<file path="config.mk">
export PLATFORM = sky130hd
export DESIGN_NAME = d0_drain_ctrl_flat
export DESIGN_NICKNAME = d
export VERILOG_FILES = /design/src/rtl/d0_drain_if.sv /design/src/rtl/d0_drain_ctrl.sv /design/src/flat_wrapper.sv
export SDC_FILE = /design/constraint.sdc
export NUM_CORES = 1
export LEC_CHECK = 0
export BUFFER_PORTS_ARGS = -buffer_cell sky130_fd_sc_hd__clkbuf_2
export CORE_MARGIN = 3
export CORE_UTILIZATION = 47
export DETAILED_ROUTE_END_ITERATION = 8
export MAX_ROUTING_LAYER = met4
export PLACE_DENSITY = 0.77
export REMOVE_ABC_BUFFERS = 1
export SYNTH_ARGS = -nofsm -noshare
export SYNTH_HDL_FRONTEND = slang
export SYNTH_SLANG_ARGS = --single-unit
</file>
<file path="constraint.sdc">
create_clock -name clk -period 1.9 [get_ports clk]
set_clock_uncertainty 0.05 [all_clocks]
set_input_delay 0.19 -clock clk [delete_from_list [all_inputs] [get_ports clk]]
set_output_delay 0.19 -clock clk [all_outputs]
set_load 0.01 [all_outputs]
</file>
<file path="src/rtl/d0_drain_if.sv">
// FIFO-side and downstream-side signals of the D0 drain controller.
// The master modport is the controller; the slave modport is the FIFO/consumer environment.
interface d0_drain_if #(
    parameter int data_width = 6
);
    logic                  empty_fifo_D0;
    logic                  error_D0;
    logic [data_width-1:0] data_out_D0;
    logic                  rd_enable;
    logic                  dn_pause;
    logic                  valid_out;
    logic [data_width-1:0] data_out;

    modport master (
        input  empty_fifo_D0, error_D0, data_out_D0, dn_pause,
        output rd_enable, valid_out, data_out
    );

    modport slave (
        output empty_fifo_D0, error_D0, data_out_D0, dn_pause,
        input  rd_enable, valid_out, data_out
    );
endinterface

</file>
<file path="src/rtl/d0_drain_ctrl.sv">
// Drains the D0 FIFO into a downstream port in bursts of at most burst_len pops,
// honouring downstream pause and latching FIFO overflow into a sticky error state.
//
// state | meaning
// IDLE  | waiting for enable with a non-empty FIFO
// DRAIN | popping one word per cycle while allowed
// PAUSE | downstream backpressure, no pops
// GAP   | mandatory single idle cycle after a full burst
// ERROR | FIFO overflow seen; held until err_clr with overflow gone
module d0_drain_ctrl #(
    parameter int data_width = 6,
    parameter int burst_len  = 4,
    parameter int cnt_width  = 8
) (
    input  logic                 clk,
    input  logic                 reset_L,
    input  logic                 enable,
    input  logic                 err_clr,
    d0_drain_if.master           bus,
    output logic [cnt_width-1:0] pop_count,
    output logic                 busy,
    output logic                 err_out
);
    localparam int bw = $clog2(burst_len + 1);

    typedef enum logic [2:0] {IDLE, DRAIN, PAUSE, GAP, ERROR} state_t;

    state_t          state;
    state_t          state_next;
    logic [bw-1:0]   burst_cnt;
    logic            pop;
    logic            burst_last;

    assign burst_last = (burst_cnt == bw'(burst_len - 1));

    always_comb begin
        pop        = (state == DRAIN) && !bus.empty_fifo_D0 && !bus.dn_pause && !bus.error_D0;
        state_next = state;
        if (bus.error_D0) begin
            state_next = ERROR;
        end else begin
            case (state)
                IDLE:  if (enable && !bus.empty_fifo_D0) state_next = DRAIN;
                DRAIN: begin
                    // A pop on the cycle enable drops still goes out; only the next one is blocked.
                    if (!enable)                  state_next = IDLE;
                    else if (bus.dn_pause)        state_next = PAUSE;
                    else if (pop && burst_last)   state_next = GAP;
                    else if (bus.empty_fifo_D0)   state_next = IDLE;
                end
                PAUSE: begin
                    if (!enable)                  state_next = IDLE;
                    else if (!bus.dn_pause)       state_next = DRAIN;
                end
                GAP:   state_next = enable ? DRAIN : IDLE;
                ERROR: if (err_clr)               state_next = IDLE;
                default:                          state_next = IDLE;
            endcase
        end
    end

    always_ff @(posedge clk or negedge reset_L) begin
        if (!reset_L) begin
            state         <= IDLE;
            burst_cnt     <= '0;
            pop_count     <= '0;
            bus.valid_out <= 1'b0;
        end else begin
            state         <= state_next;
            bus.valid_out <= pop;
            if (pop) pop_count <= pop_count + cnt_width'(1);
            if (state_next == IDLE || state_next == GAP) burst_cnt <= '0;
            else if (pop)                                 burst_cnt <= burst_cnt + bw'(1);
        end
    end

    assign bus.rd_enable = pop;
    assign bus.data_out  = bus.valid_out ? bus.data_out_D0 : '0;
    assign busy          = (state == DRAIN);
    assign err_out       = (state == ERROR);
endmodule

</file>
<file path="src/flat_wrapper.sv">
// flat-port wrapper written by rule: the top's interface ports become plain ports
module d0_drain_ctrl_flat 
#(
    parameter int data_width = 6,
    parameter int burst_len  = 4,
    parameter int cnt_width  = 8
)
  (clk, reset_L, enable, err_clr, pop_count, busy, err_out, bus_empty_fifo_D0, bus_error_D0, bus_data_out_D0, bus_dn_pause, bus_rd_enable, bus_valid_out, bus_data_out);
  d0_drain_if #(.data_width(data_width)) bus_i ();
  input  logic clk;
  input  logic reset_L;
  input  logic enable;
  input  logic err_clr;
  output logic [cnt_width-1:0] pop_count;
  output logic busy;
  output logic err_out;
  input wire logic [$bits(bus_i.empty_fifo_D0)-1:0] bus_empty_fifo_D0;
  input wire logic [$bits(bus_i.error_D0)-1:0] bus_error_D0;
  input wire logic [$bits(bus_i.data_out_D0)-1:0] bus_data_out_D0;
  input wire logic [$bits(bus_i.dn_pause)-1:0] bus_dn_pause;
  output wire logic [$bits(bus_i.rd_enable)-1:0] bus_rd_enable;
  output wire logic [$bits(bus_i.valid_out)-1:0] bus_valid_out;
  output wire logic [$bits(bus_i.data_out)-1:0] bus_data_out;
  assign bus_i.empty_fifo_D0 = bus_empty_fifo_D0;
  assign bus_i.error_D0 = bus_error_D0;
  assign bus_i.data_out_D0 = bus_data_out_D0;
  assign bus_i.dn_pause = bus_dn_pause;
  assign bus_rd_enable = bus_i.rd_enable;
  assign bus_valid_out = bus_i.valid_out;
  assign bus_data_out = bus_i.data_out;
  d0_drain_ctrl #(.data_width(data_width), .burst_len(burst_len), .cnt_width(cnt_width)) u_core (.clk(clk), .reset_L(reset_L), .enable(enable), .err_clr(err_clr), .bus(bus_i), .pop_count(pop_count), .busy(busy), .err_out(err_out));
endmodule
</file>
# Yosys cells after proc, flatten, opt, wreduce, memory -nomap -nowiden
# Cells that the tools add are included.
# W data, S select, Z words.
[totals] ff_bits=15 in_bits=13 elab_cells=38
[classes] n_addsub=2 n_eq_ne=6 mux=14 n_reduce_logical=12
[ops] operator="$mux W3" count=11
[ops] operator="$pmux W3 S5" count=1
[ops] operator="$eq A3 B2 Y1 const B" count=4
[ops] operator="$add A8 B1 Y8 const B" count=1
[ops] operator="$logic_not A3 Y1" count=2
[ops] operator="$mux W6" count=1
[ops] operator="$logic_and A1 B1 Y1" count=5
[ops] operator="$add A3 B1 Y3 const B" count=1
[ops] operator="$eq A3 B1 Y1 const B" count=1
[ops] operator="$eq A3 B3 Y1 const B" count=1
[ops] operator="$logic_not A1 Y1" count=3
[ops] operator="$reduce_bool A2 Y1" count=1
[ops] operator="$logic_or A1 B1 Y1" count=1
[ops] operator="$mux W1" count=1

# Longest topological paths before layout
# Gate-level depths: netlist (run 1).
[logic_depth] ltp_word=13 mapped_depth=5

# Worst setup path after synthesis (run 1)
# No wires, ideal clock.
[synth_timing] kind="reg-to-reg" start="register u_core.state[1]" end="register u_core.pop_count[1]" setup_time_ns=0.125 arrival_ns=1.486 required_ns=1.725 slack_ns=0.239 stages_incl_launch_ff=5 path_buffers=1 synth_period_minus_slack_ns=1.661 cell_sequence="dfrtp_1 -> or3b_1 -> buf_6 -> nor2_2 -> mux2_2"
[synth_between] elab_chain_cells=4
[synth_rtl] element="start: declaration" line_no="d0_drain_ctrl.sv:28" rtl="state_t state;"
[synth_rtl] element="start signal: assignment" line_no="d0_drain_ctrl.sv:69" rtl="state <= state_next;"
[synth_rtl] element="$eq A3 B1 Y1" line_no="d0_drain_ctrl.sv:37" rtl="pop = (state == DRAIN) && !bus.empty_fifo_D0 && !bus.dn_pause && !bus.error_D0;"
[synth_rtl] element="$logic_and A1 B1 Y1 (3 in series)" line_no="d0_drain_ctrl.sv:37"
[synth_rtl] element="net bus_rd_enable" line_no="flat_wrapper.sv:21" rtl="output wire logic [$bits(bus_i.rd_enable)-1:0] bus_rd_enable;"
[synth_rtl] element="end signal: assignment" line_no="d0_drain_ctrl.sv:71" rtl="if (pop) pop_count <= pop_count + cnt_width'(1);"
[synth_rtl] element="end: declaration" line_no="d0_drain_ctrl.sv:20" rtl="output logic [cnt_width-1:0] pop_count,"
# The timed path passes the listed nets, and every way through them passes these cells.
# A chain may end at the register's enable or synchronous reset.

# Worst setup path in the final report (run 1)
[layout_timing] start="register u_core.state[0]" end="output port bus_rd_enable"
[layout_between] elab_chain_cells=4
[layout_rtl] element="$eq A3 B1 Y1" line_no="d0_drain_ctrl.sv:37"
[layout_rtl] element="$logic_and A1 B1 Y1 (3 in series)" line_no="d0_drain_ctrl.sv:37"
[layout_rtl] element="end: declaration" line_no="flat_wrapper.sv:21"
# No other way between the ends.

==> results.toml, run 1 <==
[status]
run_status = "complete, no violations"

[global_routing]
grt_overflow_total = 0
grt_usage_pct = 18.7
grt_pass1_wl_mm = 2.85
grt_max_degree = 16
grt_pass1_vias = 610
antenna_found_initial = 0

[cts]
clock_path_buffers = 2
clock_sinks = 15
clk_pin_slew_ns = 0.09
clock_latency_ns = 0.28
cts_setup_buffers = 0
cts_root_buf = "clkbuf_4"
cts_tree = "done"
numCtsBuffers = 3
htree_num_levels = 1

[power_and_ir_drop]
p_leak_uw = 0.000542
switching_share_pct = 25.0
pwr-share-seq_pct = 58.1
peakVddDrop_v = 0.000336
power_frac_clock_pct = 31.3
comb_power_share_pct = 10.7
p_switching_uw = 146
p_per_area_mw_per_mm2 = 574
power_uw = 583
p_int_uw = 438

[critical_path]
path_class = "register to output port"
cp-start-kind = "register"
worst_ep_required_time_ns = 1.66
arrival_ns = 1.54
path_max_fanout = 9
crit_path_end_kind = "output port"
rrSetupSlack_ns = 0.26

[synthesis]
synth-seq-area-share_pct = 46.4
yosysTopAreaCell = "dfrtp_1"
synth_top_area_share_pct = 46.4
synth.distinct_cells = 32
syn-mean-instance-area_sq_um = 10.9
synth_cells = 74
synth-edff-count = 0
yosysMostFrequentCell = "dfrtp_1"
yosysWarnings = 0
synth_common_cells = "dfrtp_1, and2_1, xor2_1"
synth_area_leaders = "dfrtp_1, xor2_1, and2_1"
syn-cell-area_sq_um = 810
ys.flop_type = "dfrtp_1"
ys_seq_elements = 15
synth-async-reset-ratio_pct = 100

[finish]
final_cell_area_sq_mm = 0.00102
drive_gt1_share_pct = 38.9
diodes = 0
final_nets = 125
syn2layout_area_growth_pct = 25.5

[timing]
worst_hold_slack_ns = 0.108
tns_ns = 0
maxSlewHeadroom_pct = 67.3
hold_viol_final = 0
finalSetupViolations = 0
rsz0062_at_grt = "no"
fin_crit_ns = 1.78
fin_crit_sh_pct = 93.5
fmax_mhz = 563
maxSlewViolCount = 0
worstMarginPinSlew_ns = 0.491

[detailed_routing]
vias = 699
top_layer_used = "met4"
viasPerCell = 5.64
drt-initial-drc-count = 9
wl_mm = 1.78
wl_per_cell_um = 14.3
wl_met2_um = 896
drt-met1-wl_um = 802
drt.antenna.violating_nets = 0
drc_errors = 0
met3_length_um = 65
drt_first_pass_iters = 4

[floorplan]
fp.dieArea_sq_mm = 0.00226
die_h_um = 47.5
core_area_sq_mm = 0.00156
io_pins = 31
die_w_um = 47.5
start_util_pct = 51.9
placementRows = 14

[placed_design]
routabilityCongestion = 0.814
dp_hpwl_mm = 1.40
post_dp_cell_area_sq_um = 972
io_buffer_count = 30

[hold_path]
hold_path.class = "input port to register"

[flow_run]
max_cap_violations = 0
==> cells by family after synthesis <==
group | share of synthesized area (%)
multiplexers | 1.39
XOR/XNOR | 8.66
AO/OA/AOI/OAI | 12.5
AND/OR/NAND/NOR | 23.2
buffers and inverters | 3.25
flip-flops | 46.4
adder cells (fa/ha/maj) | 4.64
==> sequential cells by signal, summed over array words and instances (netlist names) <==
register and cells:
u_core.state 3, u_core.bus.valid_out 1, u_core.pop_count 8, u_core.burst_cnt 3
==> what timing repair did <==
item	4_1_cts	5_1_grt
gates resized for setup	1	1
cloned	0	0
hold endpoints to repair	15	0
setup endpoints to repair	1	1
hold buffers	1	0
==> stage by stage <==
step / worst slack (ns) / cells / util, %
global placement: 0.227 / 119 / 62.4
global route: 0.0488 / 124 / 65.2
floorplan: 0.204 / 72 / -
CTS: 0.0564 / 124 / 64.8
finish: 0.124 / 124 / 65.2
detailed placement: 0.175 / 119 / 62.4
==> cells in the final DEF, fill, tap and decap left out, drive strengths merged, types with 2 or more instances in the layout <==
cell    instances
nor4            2
ha              3
a22oi           2
nor3            3
or3             2
a21oi           2
clkbuf         34
nand4           2
nor3b           2
nand3           4
nand2           2
nor2            2
dfrtp          15
o21ai           2
xnor2           2
a21o            2
or3b            2
and2            6
inv             3
xor2            6
==> per-layer routing <==
metal  vias up  GRT usage (%)
met5         -              -
met4         0           8.29
met3         2           3.38
met2        17           26.5
met1       342           25.9
li1        338              -
==> cell type report <==
cell class	count	area [sq um]
clock buffers	4	26.3
fillers	121	543
inverters	3	11.3
multi-input cells	54	415
flip-flops and latches	15	375
well taps	16	20.0
repair buffers	32	168
==> power groups by stage <==
stage               Clock [uW]  Combinational (uW)  Sequential [uW]
floorplan                    0                22.2              347
global placement             0                60.0              344
detailed placement           0                61.0              345
CTS                        190                63.2              339
global route               204                71.1              341
finish                     182                62.3              339
==> critical path: stages, from the launching register on <==
cell and delay, ns:
dfrtp_1 0.44, or3b_4 0.48, nor2_4 0.18, clkbuf_2 0.16
==> path summary, 6_finish.rpt <==
path | start | end | cells past startpoint
setup / recovery | u_core.state[0]$_DFF_PN0_ | bus_rd_enable | 3
hold reg to reg | u_core.pop_count[7]$_DFFE_PN0P_ | u_core.pop_count[7]$_DFFE_PN0P_ | 1
hold / removal | bus_error_D0 | u_core.state[2]$_DFF_PN0_ | 2
max in group asynchronous | reset_L | u_core.state[0]$_DFF_PN0_ | 2
setup reg to reg | u_core.state[0]$_DFF_PN0_ | u_core.burst_cnt[1]$_DFFE_PN0P_ | 4
min in group asynchronous | reset_L | u_core.burst_cnt[1]$_DFFE_PN0P_ | 2
Power figures use the tool's default switching activity.
==> run 2: changes to the inputs <==
--- a/config.mk
+++ b/config.mk
@@ -10,8 +10,9 @@
 export CORE_UTILIZATION = 47
 export DETAILED_ROUTE_END_ITERATION = 8
 export MAX_ROUTING_LAYER = met4
-export PLACE_DENSITY = 0.77
+export PLACE_DENSITY = 0.79
 export REMOVE_ABC_BUFFERS = 1
+export SETUP_SLACK_MARGIN = 0.2
 export SYNTH_ARGS = -nofsm -noshare
 export SYNTH_HDL_FRONTEND = slang
 export SYNTH_SLANG_ARGS = --single-unit
==> results.toml, run 2 (synthesis results as in run 1) <==
[power_and_ir_drop]
p_leak_uw = 0.000589
p_per_area_mw_per_mm2 = 536
peakVddDrop_v = 0.000536

[detailed_routing]
drc_errors = 0
viasPerCell = 5.41
drt_first_pass_iters = 4
wl_mm = 1.90
wl_per_cell_um = 14.8
drt.antenna.violating_nets = 0
drt-initial-drc-count = 5
vias = 698

[finish]
nFillCells = 126
regArea_sq_um = 375
multi_input_area_sq_um = 429
layout_commonest_cell = "clkbuf_2"
final_nets = 130
drive_gt1_share_pct = 42.5
largest_register_ffs = 8
diodes = 0
syn2layout_area_growth_pct = 34.5
reg.largest.list = "u_core.pop_count (8), u_core.burst_cnt (3), u_core.state (3)"
stdcell_count = 129
final_cell_mix = "clkbuf_2, dfrtp_1, xor2_1, and2_1, buf_4"
final_cell_area_sq_mm = 0.00109
regMostFlops = "u_core.pop_count"

[floorplan]
die_h_um = 47.5
core_area_sq_mm = 0.00156
io_pins = 31
fp.dieArea_sq_mm = 0.00226
placementRows = 14
start_util_pct = 51.9
die_w_um = 47.5

[critical_path]
path_max_fanout = 6
path_class = "register to output port"
crit_path_end_kind = "output port"
arrival_ns = 1.42
cp-start-kind = "register"
worst_ep_required_time_ns = 1.66

[timing]
fin_crit_ns = 1.66
finalSetupViolations = 0
maxSlewHeadroom_pct = 63.6
tns_ns = 0
fmax_mhz = 604
worstMarginPinSlew_ns = 0.546
maxSlewViolCount = 0
fin_crit_sh_pct = 87.1
hold_viol_final = 0
rsz0062_at_grt = "yes"

[global_routing]
grt_pass1_vias = 604
antenna_found_initial = 0
grt_pass1_wl_mm = 2.78
grt_usage_pct = 17.8
grt_overflow_total = 0
grt_max_degree = 16

[cts]
clock_sinks = 15
numCtsBuffers = 3
clk_pin_slew_ns = 0.08
cts_root_buf = "clkbuf_4"
cts_tree = "done"
htree_num_levels = 1
clock_latency_ns = 0.27
clock_path_buffers = 2

[placed_design]
routabilityCongestion = 0.805
placed_cells = 119
io_buffer_count = 30
post_dp_cell_area_sq_um = 972
dp_hpwl_mm = 1.41

[status]
run_status = "complete, no violations"

[flow_run]
max_cap_violations = 0

[hold_path]
hold_path.class = "input port to register"
## run 2: area by class of cell
type / instances / share of cell area, %
inverters: 3 / 1.26
multi-input cells: 54 / 39.4
well taps: 16 / 1.84
repair buffers: 37 / 20.6
flip-flops and latches: 15 / 34.5
clock buffers: 4 / 2.41
## run 2: timing repair
action                     in CTS  in global routing
setup endpoints to repair       5                  4
buffers inserted                3                  2
resized for setup               2                  5
hold buffers                    1                  0
pin swaps                       1                  3
hold endpoints to repair       15                  0
## run 2: per-layer routing
metal	vias up	global-route usage (%)	share of wire, %
li1	349	-	-
met1	336	24.5	46
met2	13	27.3	51
met3	0	3.38	2.9
met4	0	3.31	0
met5	-	-	0
## run 2: path summary, 6_finish.rpt
kind / cells past startpoint / start / slack, ns / to
setup reg to reg: 4 / u_core.state[2]$_DFF_PN0_ / 0.27 / u_core.pop_count[5]$_DFFE_PN0P_
min in group asynchronous: 2 / reset_L / 0.30 / u_core.pop_count[5]$_DFFE_PN0P_
hold reg to reg: 1 / u_core.pop_count[7]$_DFFE_PN0P_ / 0.43 / u_core.pop_count[7]$_DFFE_PN0P_
hold / removal: 2 / bus_error_D0 / 0.14 / u_core.state[2]$_DFF_PN0_
setup / recovery: 3 / u_core.state[2]$_DFF_PN0_ / 0.24 / bus_rd_enable
max in group asynchronous: 2 / reset_L / 1.23 / u_core.pop_count[2]$_DFFE_PN0P_
## run 2: through the flow
stage	util [%]	total power (uW)	hold WS (ns)	worst slack [ns]
4_1_cts	66.6	585	0.125	0.222
5_1_grt	69.8	617	0.131	0.174
3_5_place_dp	62.4	406	0.0685	0.175
6_report	69.8	584	0.137	0.244
2_1_floorplan	-	369	-0.156	0.204
3_3_place_gp	62.4	404	0.0670	0.219
## run 2: power by group
group | switching, uW | total [uW] | leakage (uW) | internal (uW)
registers | 10.3 | 338 | 0.000203 | 328
logic | 37.1 | 67.8 | 0.000371 | 30.6
clock network | 96.3 | 178 | 0.0000150 | 81.2
## run 2: critical path: stages (launching register included)
cell and delay, ns:
dfrtp_1 0.41, or3b_4 0.47, nor2_4 0.15, buf_6 0.12
==> run 3: changes to the inputs <==
--- a/config.mk
+++ b/config.mk
@@ -6,11 +6,13 @@
 export NUM_CORES = 1
 export LEC_CHECK = 0
 export BUFFER_PORTS_ARGS = -buffer_cell sky130_fd_sc_hd__clkbuf_2
+export CELL_PAD_IN_SITES_DETAIL_PLACEMENT = 1
+export CELL_PAD_IN_SITES_GLOBAL_PLACEMENT = 1
 export CORE_MARGIN = 3
-export CORE_UTILIZATION = 47
+export CORE_UTILIZATION = 35
 export DETAILED_ROUTE_END_ITERATION = 8
 export MAX_ROUTING_LAYER = met4
-export PLACE_DENSITY = 0.79
+export PLACE_DENSITY = 0.78
 export REMOVE_ABC_BUFFERS = 1
 export SETUP_SLACK_MARGIN = 0.2
 export SYNTH_ARGS = -nofsm -noshare
==> results.toml, run 3 (synthesis results as in run 1) <==
[status]
run_status = "complete, no violations"

[floorplan]
start_util_pct = 38.9
die_h_um = 54.1
core_area_sq_mm = 0.00208
io_pins = 31
placementRows = 16
die_w_um = 54.1
fp.dieArea_sq_mm = 0.00293

[critical_path]
crit_path_end_kind = "output port"
path_class = "register to output port"
path_max_fanout = 4
worst-path-buf-inv = 1
critPathLaunch = "u_core.state[2]$_DFF_PN0_"
cpPeakStageDelay_ns = 0.43
slowest_stage = "or3b_4"
arrival_ns = 1.41
worst_ep_required_time_ns = 1.66
r2r_start = "u_core.state[2]$_DFF_PN0_"
rrSetupSlack_ns = 0.29
cp_top_family = "simple AND/OR/NAND/NOR gates"
path_cells = "or3b_4 -> nor2_4 -> clkbuf_2"
cp-start-kind = "register"

[flow_run]
max_cap_violations = 0

[timing]
hold_viol_final = 0
fin_crit_ns = 1.65
fin_crit_sh_pct = 87.1
maxSlewHeadroom_pct = 62.4
tns_ns = 0
worstMarginPinSlew_ns = 0.564
fmax_mhz = 604
worst_hold_slack_ns = 0.120
rsz0062_at_grt = "yes"
finalSetupViolations = 0
maxSlewViolCount = 0

[finish]
multi_input_area_sq_um = 420
syn2layout_area_growth_pct = 31.8
final_nets = 129
reg.largest.list = "u_core.pop_count (8), u_core.burst_cnt (3), u_core.state (3)"
regArea_sq_um = 375
nFillCells = 265
fin_util_pct = 51.3
layout_commonest_cell = "clkbuf_2"
regMostFlops = "u_core.pop_count"
largest_register_ffs = 8
diodes = 0
drive_gt1_share_pct = 42.0
final_cell_mix = "clkbuf_2, dfrtp_1, xor2_1, and2_1, buf_4"

[placed_design]
routabilityCongestion = 0.824
dp_hpwl_mm = 1.65
io_buffer_count = 30

[cts]
htree_num_levels = 1
clock_path_buffers = 2
numCtsBuffers = 3
clock_latency_ns = 0.28
clock_sinks = 15
clk_pin_slew_ns = 0.08
cts_root_buf = "clkbuf_4"
cts_tree = "done"

[global_routing]
grt_pass1_wl_mm = 3.45
grt_max_degree = 16
grt_overflow_total = 0
antenna_found_initial = 0
grt_usage_pct = 17.1
grt_pass1_vias = 708

[power_and_ir_drop]
switching_share_pct = 25.1
p_per_area_mw_per_mm2 = 549
pwr-share-seq_pct = 57.7
peakVddDrop_v = 0.000402
power_uw = 586
p_switching_uw = 147
power_frac_clock_pct = 30.8
p_leak_uw = 0.000564
p_int_uw = 439
comb_power_share_pct = 11.5

[detailed_routing]
wl_mm = 2.08
drt.antenna.violating_nets = 0
vias = 709
wl_per_cell_um = 15.0
drt_first_pass_iters = 4
drt-initial-drc-count = 7
drc_errors = 0
viasPerCell = 5.10

[hold_path]
hold_start = "bus_error_D0"
hold_path.class = "input port to register"
## run 3: cell types whose count changed in the layout (fill, tap and decap cells not counted)
cell	delta
buf_12	-1
buf_6	-1
nor4_4	-1
nor4_2	+1
clkbuf_2	+1
## run 3: what timing repair did
item / CTS / global route
hold buffers: 1 / 0
buffers inserted: 4 / 0
pin swaps: 1 / 1
gates resized for setup: 2 / 2
setup endpoints to repair: 6 / 3
endpoints found under the hold margin: 15 / 0
## run 3: final cells by class
cell class,instances,area share [%]
clock buffer,4,2.46
sequential,15,35.2
inverter,3,1.29
multi-input combinational,54,39.4
tap,27,3.17
timing repair buffer,36,18.5
## run 3: power by group through the flow
stage	combinational (uW)	clock, uW	sequential [uW]
after global routing	76.0	201	340
after CTS	67.9	188	338
after global placement	60.9	0	345
final	67.6	181	338
after detailed placement	63.3	0	345
after floorplan	22.2	0	347
## run 3: layer usage
metal | vias up | routed length (um) | track usage, %
met5 | - | 0 | -
met4 | 0 | 14 | 3.73
met3 | 2 | 85 | 5.82
met2 | 12 | 1020 | 26.0
met1 | 347 | 955 | 21.9
li1 | 348 | - | -
## run 3: through the flow
step | area [sq um] | cells | worst slack, ns
floorplan | 795 | 72 | 0.204
global placement | 986 | 130 | 0.210
detailed placement | 986 | 130 | 0.148
CTS | 1060 | 139 | 0.211
global route | 1070 | 139 | 0.164
finish | 1070 | 139 | 0.245
## run 3: worst paths after layout
kind / endpoint / cells past startpoint
max: bus_rd_enable / 3
min: u_core.state[2]$_DFF_PN0_ / 2
max reg2reg: u_core.pop_count[5]$_DFFE_PN0P_ / 4
min reg2reg: u_core.pop_count[7]$_DFFE_PN0P_ / 1
max in group asynchronous: u_core.pop_count[1]$_DFFE_PN0P_ / 2
min in group asynchronous: u_core.burst_cnt[0]$_DFFE_PN0P_ / 2
